**config.mk**
```make
export PLATFORM = sky130hd
export DESIGN_NAME = regfile_sequencer
export DESIGN_NICKNAME = d
export VERILOG_FILES = /design/src/rtl/regfile_sequencer.sv
export SDC_FILE = /design/constraint.sdc
export NUM_CORES = 1
export LEC_CHECK = 0
export BUFFER_PORTS_ARGS = -buffer_cell sky130_fd_sc_hd__buf_2
export CAP_MARGIN = 20
export CORE_MARGIN = 5
export CORE_UTILIZATION = 40
export CTS_CLUSTER_DIAMETER = 40
export DETAILED_ROUTE_END_ITERATION = 10
export PLACE_DENSITY = 0.63
export SETUP_SLACK_MARGIN = 0.5
export SLEW_MARGIN = 20
export SYNTH_ARGS = -nofsm -noshare
export SYNTH_HDL_FRONTEND = slang
export SYNTH_SLANG_ARGS = --single-unit
```
**constraint.sdc**
```tcl
create_clock -name CLK -period 4.5 [get_ports CLK]
set_input_delay 1.125 -clock CLK [delete_from_list [all_inputs] [get_ports CLK]]
set_output_delay 1.125 -clock CLK [all_outputs]
set_load 0.01 [all_outputs]
```
**src/rtl/regfile_sequencer.sv**
```systemverilog
// regfile_sequencer: fetches one micro-instruction, reads two registers, runs the ALU, writes back.
// Define REGSEQ_FLAGS_EN to add the registered carry/borrow (C) and overflow (V) outputs.
module regfile_sequencer #(
  parameter int DATA_W    = 16,
  parameter int ADDR_W    = 3,
  parameter int READ_WAIT = 1
) (
  input  logic              CLK,
  input  logic              RESET,
  input  logic              INST_VALID,
  output logic              INST_READY,
  input  logic [15:0]       INST,
  output logic [ADDR_W-1:0] AA,
  output logic [ADDR_W-1:0] BA,
  output logic [ADDR_W-1:0] DA,
  output logic [DATA_W-1:0] DD,
  output logic              RW,
  input  logic [DATA_W-1:0] AD,
  input  logic [DATA_W-1:0] BD,
  output logic [DATA_W-1:0] RESULT,
  output logic              Z,
  output logic              DONE
`ifdef REGSEQ_FLAGS_EN
  ,
  output logic              C,
  output logic              V
`endif
);

  // state | meaning
  // IDLE  | ready for an instruction, address/data outputs hold last values
  // READ  | AA/BA driven from the latched instruction, waiting READ_WAIT cycles
  // EXEC  | AD/BD valid, RESULT/Z (and flags) registered on the edge leaving
  // WRITE | single-cycle DONE, RW strobe unless the op is a NOP
  localparam logic [1:0] S_IDLE  = 2'd0;
  localparam logic [1:0] S_READ  = 2'd1;
  localparam logic [1:0] S_EXEC  = 2'd2;
  localparam logic [1:0] S_WRITE = 2'd3;
  localparam logic [1:0] WAIT_LOAD = 2'(READ_WAIT - 1);

  logic [1:0]        state_q, state_d;
  logic [1:0]        cnt_q, cnt_d;
  logic [15:0]       inst_q, inst_d;
  logic              ready_q, ready_d;
  logic [DATA_W-1:0] result_q, result_d;
  logic              z_q, z_d;
  logic [DATA_W-1:0] alu_res;
  logic [3:0]        op;

  assign op = inst_q[15:12];

  always_comb begin
    state_d = state_q;
    cnt_d   = cnt_q;
    inst_d  = inst_q;
    ready_d = ready_q;
    case (state_q)
      S_IDLE: begin
        ready_d = 1'b1;
        if (INST_VALID && ready_q) begin
          inst_d  = INST;
          cnt_d   = WAIT_LOAD;
          state_d = S_READ;
          ready_d = 1'b0;
        end
      end
      S_READ: begin
        if (cnt_q == 2'd0) state_d = S_EXEC;
        else               cnt_d   = cnt_q - 2'd1;
      end
      S_EXEC: state_d = S_WRITE;
      default: begin
        state_d = S_IDLE;
        ready_d = 1'b1;
      end
    endcase
  end

  always_comb begin
    alu_res = '0;
    case (op)
      4'd0:    alu_res = AD;
      4'd1:    alu_res = AD + BD;
      4'd2:    alu_res = AD - BD;
      4'd3:    alu_res = AD & BD;
      4'd4:    alu_res = AD | BD;
      4'd5:    alu_res = AD ^ BD;
      4'd6:    alu_res = ~AD;
      4'd7:    alu_res = {AD[DATA_W-2:0], 1'b0};
      4'd8:    alu_res = {1'b0, AD[DATA_W-1:1]};
      4'd9:    alu_res = {{(DATA_W-6){1'b0}}, inst_q[5:0]};
      default: alu_res = '0;
    endcase
    result_d = (state_q == S_EXEC) ? alu_res : result_q;
    z_d      = (state_q == S_EXEC) ? (alu_res == '0) : z_q;
  end

  always_ff @(posedge CLK or posedge RESET) begin
    if (RESET) begin
      state_q  <= S_IDLE;
      cnt_q    <= '0;
      inst_q   <= '0;
      ready_q  <= 1'b0;
      result_q <= '0;
      z_q      <= 1'b0;
    end else begin
      state_q  <= state_d;
      cnt_q    <= cnt_d;
      inst_q   <= inst_d;
      ready_q  <= ready_d;
      result_q <= result_d;
      z_q      <= z_d;
    end
  end

`ifdef REGSEQ_FLAGS_EN
  logic c_q, c_d, v_q, v_d;
  logic alu_c, alu_v;

  // Carry and overflow are recovered from operand and result MSBs, avoiding a wider adder.
  always_comb begin
    alu_c = 1'b0;
    alu_v = 1'b0;
    case (op)
      4'd1: begin
        alu_c = (AD[DATA_W-1] & BD[DATA_W-1]) |
                ((AD[DATA_W-1] | BD[DATA_W-1]) & ~alu_res[DATA_W-1]);
        alu_v = (AD[DATA_W-1] == BD[DATA_W-1]) && (alu_res[DATA_W-1] != AD[DATA_W-1]);
      end
      4'd2: begin
        alu_c = (AD < BD);
        alu_v = (AD[DATA_W-1] != BD[DATA_W-1]) && (alu_res[DATA_W-1] != AD[DATA_W-1]);
      end
      4'd7:    alu_c = AD[DATA_W-1];
      4'd8:    alu_c = AD[0];
      default: ;
    endcase
    c_d = (state_q == S_EXEC) ? alu_c : c_q;
    v_d = (state_q == S_EXEC) ? alu_v : v_q;
  end

  always_ff @(posedge CLK or posedge RESET) begin
    if (RESET) begin
      c_q <= 1'b0;
      v_q <= 1'b0;
    end else begin
      c_q <= c_d;
      v_q <= v_d;
    end
  end

  assign C = c_q;
  assign V = v_q;
`endif

  // RW/DONE decode straight from the state flop so an async reset kills them at once.
  assign INST_READY = ready_q;
  assign AA         = ADDR_W'(inst_q[8:6]);
  assign BA         = ADDR_W'(inst_q[5:3]);
  assign DA         = ADDR_W'(inst_q[11:9]);
  assign DD         = result_q;
  assign RESULT     = result_q;
  assign Z          = z_q;
  assign DONE       = (state_q == S_WRITE);
  assign RW         = (state_q == S_WRITE) && (op <= 4'd9);

endmodule

```
==> flow_summary.yaml <==
run_status:
  status: "finished, final reports clean"
route:
  ant_nets: 0
  wl_per_cell_um: 18.5
  via_per_inst: 5.77
  dr.first_iter.drc_count: 286
  dr.pass1.iters: 5
  vias: 4321
  drc: 0
  routed_wl_mm: 13.8
clocking:
  clk_path_buf_depth: 2
  clk_pin_slew_ns: 0.06
  cts-root-buf: "clkbuf_16"
  cts-buffers-inserted: 5
  clk_latency_ns: 0.29
  cts_tree: "built"
  cts.htree.levels: 2
  cts.sinks: 38
floorplanning:
  die_y_um: 117
  ios: 96
  row_count: 39
  coreArea_mm2: 0.0113
  initial_core_util: 0.403
  die_x_um: 117
  die_area_mm2: 0.0136
grt:
  grt_max_degree: 39
  grt_pass1_vias: 4459
  grt_pass1_wl_mm: 22.2
  antenna_found_initial: 0
  gr-usage-all-layers: 0.204
  grt_overflow: 0
final_layout:
  diodes: 0
  nNetsFinal: 711
  final_cell_area_mm2: 0.00535
  syn2layout_area_growth_pct: 17.9
  drive_gt1_frac: 0.304
logic_synthesis:
  synth_cell_types: 81
  yosysMostFrequentCell: "ha_1"
  synth_area_mm2: 0.00454
  synth_nets: 636
  ys_seq_elements: 38
  synth.area.top_cells: "dfrtp_1 (21%), ha_1 (15%), mux2_2 (5.2%), buf_4 (5.0%), inv_1 (3.8%)"
  synth_edf_count: 0
  synth_top_area_cell: "dfrtp_1"
  ys_warn_count: 0
  synth_top_area_frac: 0.209
  ys_seq_area_frac: 0.209
  synth_common_cells: "ha_1 (54), inv_1 (46), dfrtp_1 (38), nand2_1 (38), nor2_1 (38)"
  synth_flop_cell: "dfrtp_1"
  synthesis.instances: 530
  synth-async-reset-ratio: 1.00
  syn_area_per_cell_um2: 8.56
power_and_ir_drop:
  p_per_area_mw_per_mm2: 650
  p_leak_uw: 0.00252
  ir_worst_vdd_v: 0.000441
  total_power_uw: 3480
worst_hold_path:
  holdCritPathClass: "flop to flop"
setup_path:
  critical_path_required_ns: 4.72
  cp-end-kind: "flop"
  cp_top_family: "compound AO/OA/AOI/OAI gates"
  path_cells: "buf_8 > nor3_4 > nand4_1 > o41ai_2 > buf_4 > o21ai_2 > xnor2_1 > ha_1 > mux2i_1 > o211ai_1 > a21oi_2 > o311ai_4 > a2111oi_2 > nand4_1 > o2bb2ai_2"
  cp-start-kind: "primary input"
  timing.critical_path.mode_cell: "nand4_1"
  path_class: "primary input to flop"
  crit_fanout: 3
  max_stage_delay_ns: 0.41
  cp.arrival_ns: 4.15
  critPathBufInv: 2
  cp_slowest_cell: "a2111oi_2"
timing:
  setup-tns-final_ns: 0
  min_period_ns: 3.93
  setup_violations: 0
  timing.final.crit_share: 0.874
  relSlewSlack: 0.216
  slew_violations: 0
  rsz0062_at_grt: "true"
  timing.fmax_mhz: 254
  holdWs_ns: 0.496
  skew_ns: 0.00367
  worst_pin_slew_ns: 1.17
  hold_violations: 0
placement:
  routabilityCongestion: 0.883
  place_area_mm2: 0.00497
  post-dp-hpwl_mm: 10.7
  portBuffers: 95
job:
  drv_cap: 0
## worst reg2reg max path, stage by stage, from the launching register on
cell	delay, ns
dfrtp_1	0.38
nor2_1	0.44
and2_1	0.43
nor2_1	0.11
xnor2_1	0.14
ha_1	0.35
nor2b_4	0.17
o31ai_4	0.33
a221oi_2	0.15
o31ai_2	0.33
o311ai_4	0.17
a2111oi_2	0.41
nand4_1	0.16
o2bb2ai_2	0.14
## area by class of cell
cell class / count / area (um^2)
multi-input combinational: 397 / 3190
timing repair buffer: 116 / 662
clock buffer: 5 / 125
tap: 143 / 179
fill: 1095 / 5920
clock inverter: 3 / 68.8
sequential: 38 / 951
inverter: 47 / 181
## flip-flops by register name (all words and copies together) (netlist names)
name,count
INST_READY,1
cnt_q,2
state_q,2
inst_q,16
DD,16
Z,1
## power breakdown
group	internal, uW	leakage, uW	total [uW]	switching, uW
clock	319	0.0000940	473	154
sequential	507	0.000453	604	97.8
combinational	977	0.00197	2400	1420
total	1800	0.00252	3480	1680
## metal layers
layer,vias to the layer above,part of all wire,GRT usage
met5,-,0,0
met4,0,0.033,0.0933
met3,34,0.058,0.0326
met2,171,0.48,0.345
met1,2067,0.43,0.254
li1,2049,-,-
## worst paths after layout
path | endpoint | depth (start not counted) | startpoint | slack (ns)
max in group asynchronous | DD[9] | 3 | RESET | 3.20
setup reg to reg | Z | 13 | inst_q[15] | 0.72
hold reg to reg | DD[15] | 1 | DD[15] | 0.50
setup / recovery | Z | 15 | BD[3] | 0.57
hold / removal | DD[15] | 1 | DD[15] | 0.50
min in group asynchronous | inst_q[7] | 3 | RESET | 0.94
## placed cells by master (no fill, tap or decap), types with 5 or more instances in the layout
cell type and count:
o22ai_1 7, mux2_2 21, nor2_1 38, xnor2_1 19, o21a_1 5, nand2_1 38, a22oi_1 10, inv_1 44
nor3_1 7, ha_1 52, buf_2 91, a211oi_1 5, o21ai_0 20, buf_4 21, clkbuf_16 5, a21oi_1 20
o31ai_1 6, mux2i_1 17, nand3_1 11, o211ai_1 6, nor2b_1 5, a31oi_1 5, dfrtp_1 38
## through the flow
| stage | std cells | setup WS (ns) | utilization |
|---|---|---|---|
| 2_1_floorplan | 530 | 0.590 | - |
| 3_3_place_gp | 733 | 0.257 | 0.441 |
| 3_5_place_dp | 733 | 0.0582 | 0.441 |
| 4_1_cts | 742 | 0.540 | 0.459 |
| 5_1_grt | 749 | 0.438 | 0.475 |
| 6_report | 749 | 0.565 | 0.475 |
## cell families after synthesis
family,share of synthesized area
compound gates,0.238
simple gates,0.152
buf+inv,0.111
fa+ha+maj,0.153
mux,0.0954
flops,0.209
xor+xnor,0.0405
## repair_timing
item                                    CTS  global route
endpoints found under the setup margin    1             4
pin swaps                                 1            11
gates resized for setup                   1            34
setup buffers                             1             7
hold buffers                              0             0
No activity file was read; power rests on OpenSTA's default activity.
